$ cat src/rtl/div_pkg.sv
// Shared types and defaults for the multicycle restoring divider.
package div_pkg;

  typedef enum logic [1:0] {
    IDLE = 2'd0,
    CALC = 2'd1,
    FIX  = 2'd2,
    DONE = 2'd3
  } state_t;

  localparam int DEF_WIDTH = 32;

endpackage

$ cat src/rtl/div_step.sv
// One restoring-division step: shift {rem, quo} left, trial-subtract divisor, select.
module div_step #(
  parameter int WIDTH = 32
) (
  input  logic [WIDTH-1:0] rem_i,
  input  logic [WIDTH-1:0] quo_i,
  input  logic [WIDTH-1:0] dvs_i,
  output logic [WIDTH-1:0] rem_o,
  output logic [WIDTH-1:0] quo_o
);

  logic [WIDTH:0] shl;
  logic [WIDTH:0] diff;
  logic           borrow;

  // rem_i < dvs_i always holds, so shl < 2*dvs_i: a successful difference is below
  // 2^WIDTH and a failed one wraps to at least 2^WIDTH, making the top bit the borrow.
  always_comb begin
    shl    = {rem_i, quo_i[WIDTH-1]};
    diff   = shl - {1'b0, dvs_i};
    borrow = diff[WIDTH];
    rem_o  = borrow ? shl[WIDTH-1:0] : diff[WIDTH-1:0];
    quo_o  = {quo_i[WIDTH-2:0], ~borrow};
  end

endmodule

$ cat src/rtl/multicycle_divider.sv
// Signed/unsigned multicycle divider: one quotient bit per cycle, then sign fix-up.
module multicycle_divider
  import div_pkg::*;
#(
  parameter int WIDTH = DEF_WIDTH,
  parameter int CNT_W = $clog2(WIDTH + 1)
) (
  input  logic             CLK,
  input  logic             RST,
  input  logic             start,
  input  logic             is_signed,
  input  logic [WIDTH-1:0] dividend,
  input  logic [WIDTH-1:0] divisor,
  output logic             busy,
  output logic             valid,
  output logic [WIDTH-1:0] quotient,
  output logic [WIDTH-1:0] remainder,
  output logic             div_by_zero
);

  state_t           state_q, state_d;
  logic [CNT_W-1:0] cnt_q, cnt_d;
  logic [WIDTH-1:0] rem_q, rem_d;
  logic [WIDTH-1:0] quo_q, quo_d;
  logic [WIDTH-1:0] dvs_q, dvs_d;
  logic             sgn_n_q, sgn_n_d;
  logic             sgn_d_q, sgn_d_d;
  logic             dz_q, dz_d;
  logic             busy_q, busy_d;
  logic             valid_q, valid_d;
  logic [WIDTH-1:0] quot_out_q, quot_out_d;
  logic [WIDTH-1:0] rem_out_q, rem_out_d;
  logic             dz_out_q, dz_out_d;

  logic [WIDTH-1:0] step_rem, step_quo;

  div_step #(.WIDTH(WIDTH)) u_step (
    .rem_i (rem_q),
    .quo_i (quo_q),
    .dvs_i (dvs_q),
    .rem_o (step_rem),
    .quo_o (step_quo)
  );

  always_comb begin
    state_d    = state_q;
    cnt_d      = cnt_q;
    rem_d      = rem_q;
    quo_d      = quo_q;
    dvs_d      = dvs_q;
    sgn_n_d    = sgn_n_q;
    sgn_d_d    = sgn_d_q;
    dz_d       = dz_q;
    quot_out_d = quot_out_q;
    rem_out_d  = rem_out_q;
    dz_out_d   = dz_out_q;
    busy_d     = (state_q == CALC) || (state_q == FIX);
    valid_d    = (state_q == DONE);

    case (state_q)
      IDLE: begin
        if (start) begin
          sgn_n_d = is_signed & dividend[WIDTH-1];
          sgn_d_d = is_signed & divisor[WIDTH-1];
          quo_d   = sgn_n_d ? -dividend : dividend;
          dvs_d   = sgn_d_d ? -divisor : divisor;
          rem_d   = '0;
          cnt_d   = '0;
          dz_d    = 1'b0;
          state_d = CALC;
          // Zero divisor: preload the defined result and skip the iteration.
          if (divisor == '0) begin
            dz_d    = 1'b1;
            quo_d   = '1;
            rem_d   = dividend;
            state_d = DONE;
          end
        end
      end
      CALC: begin
        rem_d = step_rem;
        quo_d = step_quo;
        cnt_d = cnt_q + CNT_W'(1);
        if (cnt_q == CNT_W'(WIDTH - 1)) state_d = FIX;
      end
      FIX: begin
        if (sgn_n_q ^ sgn_d_q) quo_d = -quo_q;
        if (sgn_n_q)           rem_d = -rem_q;
        state_d = DONE;
      end
      DONE: begin
        quot_out_d = quo_q;
        rem_out_d  = rem_q;
        dz_out_d   = dz_q;
        state_d    = IDLE;
      end
      default: state_d = IDLE;
    endcase
  end

  always_ff @(posedge CLK or negedge RST) begin
    if (!RST) begin
      state_q    <= IDLE;
      cnt_q      <= '0;
      rem_q      <= '0;
      quo_q      <= '0;
      dvs_q      <= '0;
      sgn_n_q    <= 1'b0;
      sgn_d_q    <= 1'b0;
      dz_q       <= 1'b0;
      busy_q     <= 1'b0;
      valid_q    <= 1'b0;
      quot_out_q <= '0;
      rem_out_q  <= '0;
      dz_out_q   <= 1'b0;
    end else begin
      state_q    <= state_d;
      cnt_q      <= cnt_d;
      rem_q      <= rem_d;
      quo_q      <= quo_d;
      dvs_q      <= dvs_d;
      sgn_n_q    <= sgn_n_d;
      sgn_d_q    <= sgn_d_d;
      dz_q       <= dz_d;
      busy_q     <= busy_d;
      valid_q    <= valid_d;
      quot_out_q <= quot_out_d;
      rem_out_q  <= rem_out_d;
      dz_out_q   <= dz_out_d;
    end
  end

  assign busy        = busy_q;
  assign valid       = valid_q;
  assign quotient    = quot_out_q;
  assign remainder   = rem_out_q;
  assign div_by_zero = dz_out_q;

endmodule

$ cat config.mk
export PLATFORM = sky130hd
export DESIGN_NAME = multicycle_divider
export DESIGN_NICKNAME = d
export VERILOG_FILES = /design/src/rtl/div_pkg.sv /design/src/rtl/div_step.sv /design/src/rtl/multicycle_divider.sv
export SDC_FILE = /design/constraint.sdc
export NUM_CORES = 1
export LEC_CHECK = 0
export ABC_CLOCK_PERIOD_IN_PS = 5000
export CORE_ASPECT_RATIO = 1.75
export CORE_UTILIZATION = 58
export DETAILED_ROUTE_END_ITERATION = 7
export GPL_TIMING_DRIVEN = 0
export PLACE_DENSITY = 0.82
export SETUP_SLACK_MARGIN = 0.4
export SLEW_MARGIN = 20
export SYNTH_ARGS = -nofsm -noshare
export SYNTH_HDL_FRONTEND = slang
export SYNTH_HIERARCHICAL = 1
export SYNTH_SLANG_ARGS = --single-unit
$ cat constraint.sdc
create_clock -name CLK -period 5 [get_ports CLK]
set_input_delay 1.5 -clock CLK [delete_from_list [all_inputs] [get_ports CLK]]
set_output_delay 1.5 -clock CLK [all_outputs]
set_load 0.02 [all_outputs]
# --- Word-level counts from Yosys, hierarchy flattened ---
# Cells that the tools add are included.
word_totals:
  ram_bits: 0
  latchBits: 0
  memories: 0
  regBits: 174
  mem_bits_ro: 0
  wordCells: 59
op_classes:
  addsub: 6
  multipliers: 0
  shift: 0
  div: 0
  muxes: 18
  n_bitwise: 4
  n_lt_le_gt_ge: 0
  n_eq_ne: 8
  n_reduce_logical: 10
op_table:
  columns: ["cell", "n"]
  rows:
  - ["$mux W32", 9]
  - ["$pmux W32 S3", 2]
  - ["$neg A32 Y32", 4]
  - ["$sub A33 B32 Y33", 1]
  - ["$logic_not A32 Y1", 1]
  - ["$pmux W6 S2", 1]
  - ["$pmux W2 S4", 1]
  - ["$add A6 B1 Y6 const B", 1]
  - ["$eq A6 B5 Y1 const B", 1]
  - ["$mux W2", 3]
  - ["$mux W6", 1]
  - ["$reduce_and A2 Y1", 3]
  - ["$reduce_and A3 Y1", 2]
  - ["$eq A2 B2 Y1 const B", 2]
  - ["$ne A2 B1 Y1 const B", 2]
  - ["$ne A2 B2 Y1 const B", 2]
  - ["$reduce_bool A3 Y1", 1]
  - ["$and A1 B1 Y1", 2]
  - ["$eq A2 B1 Y1 const B", 1]
  - ["$logic_not A2 Y1", 1]
  - ["$reduce_bool A2 Y1", 1]
  - ["$logic_or A1 B1 Y1", 1]
  - ["$mux W1", 1]
  - ["$not A1 Y1", 1]
  - ["$xor A1 B1 Y1", 1]

# --- Depth between registers and ports, before layout ---
# Gate-level depths: netlist (run 1).
depth:
  depth_word: 5
  ltp_mapped: 18
  mapped_depth_nobuf: 17

# --- Hierarchy ---
# The synthesis (run 1) kept the hierarchy.
modules_own_cells:
  columns: ["module", "cells_per_inst", "n_inst", "area_per_inst_um2", "seq_area_each_um2"]
  rows:
  - ["multicycle_divider", 1104, 1, 10114.7, 4354.2]
  - ["div_step", 342, 1, 2488.6, 0.0]

# --- Worst setup path before layout (run 1) ---
# OpenSTA, ideal clock, no wires.
synth_timing:
  path_type: "input to register"
  start: "in divisor[24]"
  end: "reg quo_q[25]"
  path_slack_ns: 1.291
  stages: 8
  arrival_time_ns: 3.615
  cell_sequence: "or4_1 > or4_1 > nor4_4 > or2_2 > buf_2 > nor2_1 > clkbuf_1 > a211oi_1"
synth_between:
  elab_chain_cells: 4
synth_rtl:
  columns: ["item", "line", "rtl"]
  rows:
  - ["start: declaration", "multicycle_divider.sv:13", "input logic [WIDTH-1:0] divisor,"]
  - ["$logic_not A32 Y1", "multicycle_divider.sv:72", "if (divisor == '0) begin"]
  - ["$mux W32", "multicycle_divider.sv:72", null]
  - ["$mux W32", "multicycle_divider.sv:62", "if (start) begin"]
  - ["$pmux W32 S3", "multicycle_divider.sv:60", "case (state_q)"]
  - ["end signal: assignment", "multicycle_divider.sv:120", "quo_q <= quo_d;"]
  - ["end: declaration", "multicycle_divider.sv:24", "logic [WIDTH-1:0] quo_q, quo_d;"]
# No other way between the ends. The select of a mux whose other input is x is not followed.
# A chain may end at the register's enable or synchronous reset.

# --- Worst setup path in the final report (run 1) ---
layout_timing:
  start: "in divisor[0]"
  end: "reg quo_q[22]"
# The elaborated chain is that of the path after synthesis.

==> results of run 1 <==
## worst reg2reg max path, stage by stage, from the launching register on
cell and delay [ns]:
dfrtp_2 0.51, inv_1 0.09, ha_1 0.23, fa_1 0.40, and2b_1 0.24, o2111ai_1 0.18, a21oi_2 0.24, o2111ai_1 0.31
a211oi_2 0.32, nor2_2 0.11, mux2i_1 0.31, and2_4 0.24, inv_2 0.09, buf_6 0.18, mux2_4 0.31, a211o_1 0.30
a21oi_1 0.15, nor3_1 0.07
## how the worst max path moves through the flow
stage                           start                     to  depth (start not counted)
after global placement            RST   dvs_q[1]$_DFFE_PN0P_                          1
after floorplan           divisor[24]  quo_q[25]$_DFFE_PN0P_                          8
after global routing       divisor[0]  quo_q[22]$_DFFE_PN0P_                         12
after CTS                 divisor[24]  quo_q[25]$_DFFE_PN0P_                         10
final                      divisor[0]  quo_q[22]$_DFFE_PN0P_                         12
after detailed placement   divisor[0]  quo_q[25]$_DFFE_PN0P_                         11
## cell type report
class,count,area (µm²)
repair buffers,138,1420
flip-flops and latches,174,4360
plain buffers,119,588
multi-input cells,1101,7470
diodes,1,2.50
clock buffers,24,492
fillers,1744,6480
well taps,292,365
inverters,52,195
clock inverters,5,35.0
## power by group through the flow
| stage | sequential, mW | clock [mW] | combinational, mW |
|---|---|---|---|
| floorplan | 2.96 | 0 | 5.68 |
| CTS | 2.86 | 1.26 | 8.33 |
| global route | 2.98 | 1.31 | 9.19 |
| global placement | 2.86 | 0 | 8.12 |
| finish | 2.89 | 1.25 | 8.52 |
| detailed placement | 2.88 | 0 | 8.27 |
## cells in the mapped netlist, types with 7 or more instances
cell	number	area share [%]
clkbuf_1	77	2.3
a21o_1	25	1.5
nor3b_1	8	0.48
or4_1	19	1.1
ha_1	41	4.1
o311ai_0	7	0.49
inv_1	50	1.5
a221oi_1	21	1.5
nand2_1	131	3.9
a21oi_1	118	4.7
nor2_1	99	2.9
nor2b_1	8	0.40
a211o_1	8	0.56
xor2_1	43	3.0
dfrtp_1	174	35
mux2_4	20	2.4
nand2b_1	11	0.55
nand3_1	38	1.5
xnor2_1	70	4.9
nand4_1	11	0.55
nor4_1	32	1.6
o31ai_1	19	1.1
mux2_2	71	6.3
and2_1	7	0.35
a31oi_1	23	1.1
buf_4	31	1.8
o21ai_1	12	0.48
a211oi_1	7	0.42
nor3_1	44	1.7
o211ai_1	7	0.42
or3_1	21	1.0
o21ai_0	78	3.1
a22oi_1	14	0.83
## logic make-up after synthesis
| kind of cell | Yosys count |
|---|---|
| AND/OR/NAND/NOR | 463 |
| AO/OA/AOI/OAI | 385 |
| flip-flops | 174 |
| buffers and inverters | 171 |
| XOR/XNOR | 113 |
| multiplexers | 98 |
| adder cells (fa/ha/maj) | 42 |
## per-layer routing
layer | share of wire (%) | vias up | global-route usage (%)
met3 | 6.5 | 206 | 8.12
li1 | - | 5557 | -
met4 | 8.6 | 0 | 33.5
met5 | 0 | - | 0
met1 | 34 | 5702 | 38.9
met2 | 51 | 598 | 67.0
## metrics by stage
stage                     utilization, %  hold slack, ns
after global placement              66.8           0.461
after detailed placement            67.1           0.470
final                               69.7           0.477
after CTS                           69.7           0.484
after global routing                69.7           0.501
after floorplan                        -           0.450
## what timing repair did
item,CTS,global route
pin swaps,1,0
gates resized for setup,0,6
setup endpoints to repair,20,13
gates cloned,0,0
setup buffers,2,0
## sequential cells by signal, summed over array words and instances, names as in the netlist, 2 cells and up
signal / flops
dvs_q: 32
quo_q: 32
quotient: 32
rem_q: 32
remainder: 32
cnt_q: 6
state_q: 2
==> flow_metrics.py, run 1 <==
metrics = {
    "outcome": {
        "outcome": "complete, but fails checks",
        "violations": "design-rule violations",
    },
    "timing": {
        "post-route-min-period_ns": 4.52,
        "fin_ws_ns": 0.481,
        "hold_viol": 0,
        "max_freq_mhz": 221,
        "worst_slew_pin_slew_ns": 0.975,
        "slew_violations": 0,
        "fin_setup_tns_ns": 0,
        "post-route-period-util_pct": 90.4,
        "max_slew_margin_pct": 35.0,
        "skew_ns": 0.0124,
        "rsz0062_at_grt": "no",
        "setup_violations": 0,
    },
    "hold_path": {
        "whs_endpoint": "dvs_q[28]$_DFFE_PN0P_",
        "worstHoldPathType": "reg -> reg",
        "min_path_cells": 2,
        "worstHoldStart": "dvs_q[28]$_DFFE_PN0P_",
    },
    "die": {
        "die_area_mm2": 0.0223,
        "rows": 71,
        "initial_core_util_pct": 58.9,
        "io_pins": 135,
        "die_h_um": 197,
        "die_w_um": 113,
        "design.core.area_mm2": 0.0214,
    },
    "pwr": {
        "switchingPower_mw": 6.13,
        "p_int_mw": 6.54,
        "leakagePower_nw": 6.14,
        "design_power_total_mw": 12.7,
        "switching_share_pct": 48.4,
        "clock_power_share_pct": 9.9,
        "seqPwrFrac_pct": 22.8,
        "combPwrFrac_pct": 67.3,
        "power_density_mw_per_mm2": 849,
        "vdd_drop_max_uv": 445,
    },
    "yosys": {
        "syn_area_mm2": 0.0126,
        "synthCells": 1446,
        "synth_edf_count": 0,
        "synth_cell_type_count": 79,
        "synth_compound_area_share_pct": 19.5,
        "synth_seq_area_share_pct": 34.5,
        "ys_seq_elements": 174,
        "synthXorXnorAreaFrac_pct": 7.85,
        "yosys_warnings": 6,
        "avgSynthCellArea_um2": 8.72,
        "syn_nets": 1556,
        "muxShareOfSynthArea_pct": 9.30,
        "synthArstFlopShare_pct": 100,
        "synth_top_family_by_area": "compound AO/OA/AOI/OAI gates",
        "synthFlopType": "dfrtp_1",
        "yosys.area_share.adder_pct": 4.23,
        "yosys.area_share.simple_pct": 18.4,
    },
    "routing": {
        "viasPerCell": 6.33,
        "vias": 12100,
        "wirelength_um": 41200,
        "ant_nets": 0,
        "wire_per_inst_um": 21.6,
        "drt-initial-drc-count": 1200,
        "first_pass_iters": 8,
        "drcViolationCount": 2,
    },
    "placement": {
        "hpwl_um": 31200,
        "detailedPlace.worstSlack_ns": -0.339,
        "placed_cells": 1874,
        "gp_congestion": 0.989,
        "port_buffers": 134,
        "place_area_mm2": 0.0144,
    },
    "worst_setup_path": {
        "worst_path_dominant_cell_family": "buffers and inverters",
        "worstReg2RegEnd": "rem_q[26]$_DFFE_PN0P_",
        "critical_path_arrival_ns": 4.83,
        "critPathLaunchType": "input pin",
        "max_stage_delay_ns": 0.60,
        "r2r-start": "quo_q[31]$_DFFE_PN0P_",
        "path_class": "in -> reg",
        "reg2reg_depth": 17,
        "crit_slowest_cell": "clkbuf_1",
        "worstPathMaxFanout": 10,
        "crit_chain": "clkdlybuf4s50_1 > inv_1 > ha_1 > nor3b_1 > nand4bb_1 > nor4_4 > buf_4 > or2_2 > buf_2 > nor2_1 > clkbuf_1 > a21oi_1",
        "reg2reg_setup_slack_ns": 0.59,
        "crit_path_end_kind": "flip-flop",
        "cp_num_buf_inv": 5,
        "critPathRequiredTime_ns": 5.31,
    },
    "clock_tree": {
        "cts.sinks": 174,
        "tritoncts": "built",
        "clkSlewWorstSetupHoldPaths_ns": 0.06,
        "cts_buffers": 17,
        "clk_latency_ns": 0.47,
        "cts-root-buf": "clkbuf_16",
        "cts_hold_buf": 0,
        "h-tree-depth": 4,
        "clockBufferDepth": 2,
    },
    "layout": {
        "layout_commonest_cell": "dfrtp_1",
        "syn2layout_area_growth_pct": 18.4,
        "drive_gt1_share_pct": 11.3,
        "nNetsFinal": 1713,
        "fin_area_mm2": 0.0149,
        "fin_cells": 1906,
        "final_cell_mix": "dfrtp_1, clkdlybuf4s50_1, nand2_1",
    },
    "global_routing": {
        "grt_pass1_vias": 12200,
        "grt_overflow_total": 0,
        "grt_pass1_wl_um": 64500,
        "grt_max_degree": 72,
        "antenna_found_initial": 0,
        "grt.total_usage_pct": 38.6,
    },
    "job": {
        "drv_cap": 0,
    },
}
Power figures use the tool's default switching activity.
==> run 2: changes to the inputs <==
--- a/config.mk
+++ b/config.mk
@@ -5,14 +5,14 @@
 export SDC_FILE = /design/constraint.sdc
 export NUM_CORES = 1
 export LEC_CHECK = 0
+export ABC_AREA = 1
 export ABC_CLOCK_PERIOD_IN_PS = 5000
 export CORE_ASPECT_RATIO = 1.75
-export CORE_UTILIZATION = 58
+export CORE_UTILIZATION = 60
 export DETAILED_ROUTE_END_ITERATION = 7
 export GPL_TIMING_DRIVEN = 0
-export PLACE_DENSITY = 0.82
+export PLACE_DENSITY = 0.83
 export SETUP_SLACK_MARGIN = 0.4
-export SLEW_MARGIN = 20
 export SYNTH_ARGS = -nofsm -noshare
 export SYNTH_HDL_FRONTEND = slang
 export SYNTH_HIERARCHICAL = 1
==> run 2 against run 1 <==
Against the previous run: clock skew hardly changed; final cell count is 54% higher; fmax up 23%; setup slack gained 0.85 ns; utilization increased by 1.8 points; area after synthesis increased by 18%; the flow now finishes without violations; power is 0.86% higher; critical path type unchanged; sequential share of layout area shrank 3.9 points; non-clock buffer count down 13.
==> flow_metrics.py, run 2 <==
metrics = {
    "outcome": {
        "outcome": "finished, final reports clean",
    },
    "clock_tree": {
        "cts_buffers": 17,
        "clkSlewWorstSetupHoldPaths_ns": 0.07,
        "cts-root-buf": "clkbuf_16",
        "clk_latency_ns": 0.49,
        "cts_hold_buf": 0,
        "cts_setup_buffers": 0,
        "cts.sinks": 174,
        "tritoncts": "built",
        "h-tree-depth": 4,
        "cts_repair_resize_count": 0,
        "clockBufferDepth": 2,
    },
    "timing": {
        "hold_slack_ns": 0.483,
        "max_slew_margin_pct": 20.3,
        "worst_slew_pin_slew_ns": 1.19,
        "setup_violations": 0,
        "skew_ns": 0.0122,
        "fin_ws_ns": 1.33,
        "max_freq_mhz": 273,
        "rsz0062_at_grt": "no",
        "hold_viol": 0,
        "post-route-min-period_ns": 3.67,
        "post-route-period-util_pct": 73.4,
        "slew_violations": 0,
    },
    "pwr": {
        "leakagePower_nw": 8.95,
        "p_int_mw": 5.53,
        "seqPwrFrac_pct": 20.7,
        "switchingPower_mw": 7.24,
        "vdd_drop_max_uv": 341,
        "clock_power_share_pct": 11.6,
        "combPwrFrac_pct": 67.8,
        "switching_share_pct": 56.7,
        "power_density_mw_per_mm2": 741,
    },
    "yosys": {
        "synthCells": 2467,
        "synth_cell_type_count": 48,
        "ys_seq_elements": 174,
        "avgSynthCellArea_um2": 6.02,
        "yosys_warnings": 6,
        "netlist_top_cells_count": "nand2_1, inv_1, nor2_1",
        "synth_area_leaders": "dfrtp_1, nand2_1, inv_1, nand3_1, nor2_1",
        "synth_seq_area_share_pct": 29.3,
        "syn_area_mm2": 0.0149,
        "synthArstFlopShare_pct": 100,
        "synth_largest_area_cell": "dfrtp_1",
        "yosysTopAreaCellShare_pct": 29.3,
        "synthFlopType": "dfrtp_1",
        "yosysMostFrequentCell": "nand2_1",
        "synth_edf_count": 0,
        "syn_nets": 2577,
    },
    "die": {
        "initial_core_util_pct": 61.6,
        "design.core.area_mm2": 0.0241,
        "die_w_um": 121,
        "rows": 75,
        "die_area_mm2": 0.0254,
        "io_pins": 135,
        "die_h_um": 210,
    },
    "layout": {
        "layout_commonest_cell": "nand2_1",
        "drive_gt1_share_pct": 5.05,
        "nNetsFinal": 2731,
        "final_cell_mix": "nand2_1, inv_1, nor2_1",
        "syn2layout_area_growth_pct": 16.0,
        "fin_area_mm2": 0.0172,
        "fin_util_pct": 71.5,
    },
    "global_routing": {
        "antenna_found_initial": 3,
        "grt.total_usage_pct": 53.4,
        "grt_overflow_total": 0,
        "grt_pass1_vias": 18000,
        "grt_pass1_wl_um": 99700,
        "grt_max_degree": 96,
    },
    "worst_setup_path": {
        "path_class": "in -> reg",
        "critPathLaunchType": "input pin",
        "crit_path_end_kind": "flip-flop",
        "critical_path_arrival_ns": 4.04,
        "worstPathMaxFanout": 10,
        "critPathRequiredTime_ns": 5.37,
    },
    "routing": {
        "vias": 17700,
        "wire_per_inst_um": 21.4,
        "first_pass_iters": 7,
        "drt-initial-drc-count": 2437,
        "ant_nets": 0,
        "drcViolationCount": 0,
        "wirelength_um": 62900,
        "viasPerCell": 6.03,
    },
    "placement": {
        "gp_congestion": 1.03,
        "hpwl_um": 48000,
        "detailedPlace.worstSlack_ns": 0.962,
        "place_area_mm2": 0.0166,
        "port_buffers": 134,
    },
    "job": {
        "drv_cap": 0,
    },
    "hold_path": {
        "worstHoldPathType": "reg -> reg",
    },
}
-- run 2: cell count changes in the layout (fill, tap and decap cells not counted), moves of 22 or more --
cell	previous run	this run
o21ai_0	78	152
nor3_1	44	22
nor2_1	99	227
mux2_2	71	0
nand2_1	131	906
nand4_1	11	46
a21o_1	25	1
a31oi_1	23	1
clkbuf_1	78	46
xnor2_1	70	10
nand3_1	38	215
inv_1	50	313
nor4_1	31	0
-- run 2: power by group through the flow --
stage	sequential [mW]	clock (mW)	combinational, mW
finish	2.64	1.48	8.66
global route	2.69	1.54	9.50
floorplan	2.66	0	5.35
global placement	2.58	0	7.92
CTS	2.60	1.45	8.22
detailed placement	2.62	0	8.12
-- run 2: final cells by class --
type / instances / area, µm²
inverter: 322 / 1210
fill: 2071 / 6880
buffer: 109 / 603
antenna: 2 / 5.00
sequential: 174 / 4350
clock inverter: 13 / 166
clock buffer: 19 / 453
timing repair buffer: 135 / 1370
multi-input combinational: 1862 / 8690
tap: 308 / 385
-- run 2: path summary, 6_finish.rpt --
path,cells after the start,to,startpoint,slack [ns]
max,7,dvs_q[25]$_DFFE_PN0P_,start,1.33
min,2,dvs_q[19]$_DFFE_PN0P_,dvs_q[19]$_DFFE_PN0P_,0.48
max reg2reg,21,rem_q[3]$_DFFE_PN0P_,quo_q[31]$_DFFE_PN0P_,1.52
min reg2reg,2,dvs_q[19]$_DFFE_PN0P_,dvs_q[19]$_DFFE_PN0P_,0.48
max in group asynchronous,2,cnt_q[3]$_DFFE_PN0P_,RST,3.08
min in group asynchronous,1,quotient[3]$_DFFE_PN0P_,RST,0.99
-- run 2: cells by family after synthesis --
family / after synthesis / synth area share, %
compound gates: 309 / 10.9
xor+xnor: 49 / 2.89
fa+ha+maj: 42 / 3.59
buf+inv: 431 / 12.2
flops: 174 / 29.3
simple gates: 1462 / 41.1
-- run 2: routing by layer --
layer	track usage [%]	wire, µm
met5	1.01	0
met4	61.7	9030
met3	20.2	5680
met2	86.9	30300
met1	46.2	17900
-- run 2: worst max-delay path: stages --
cell	delay (ns)
clkdlybuf4s50_1	0.43
nand2_1	0.31
clkbuf_1	0.68
inv_1	0.43
clkbuf_1	0.37
nand3_1	0.24
nand2_1	0.07
-- run 2: through the flow --
stage	power, mW	setup TNS, ns	cells
2_1_floorplan	8.01	0	2467
3_3_place_gp	10.5	-797.04	2909
3_5_place_dp	10.7	0	2910
4_1_cts	12.3	0	2942
5_1_grt	13.7	0	2942
6_report	12.8	0	2944
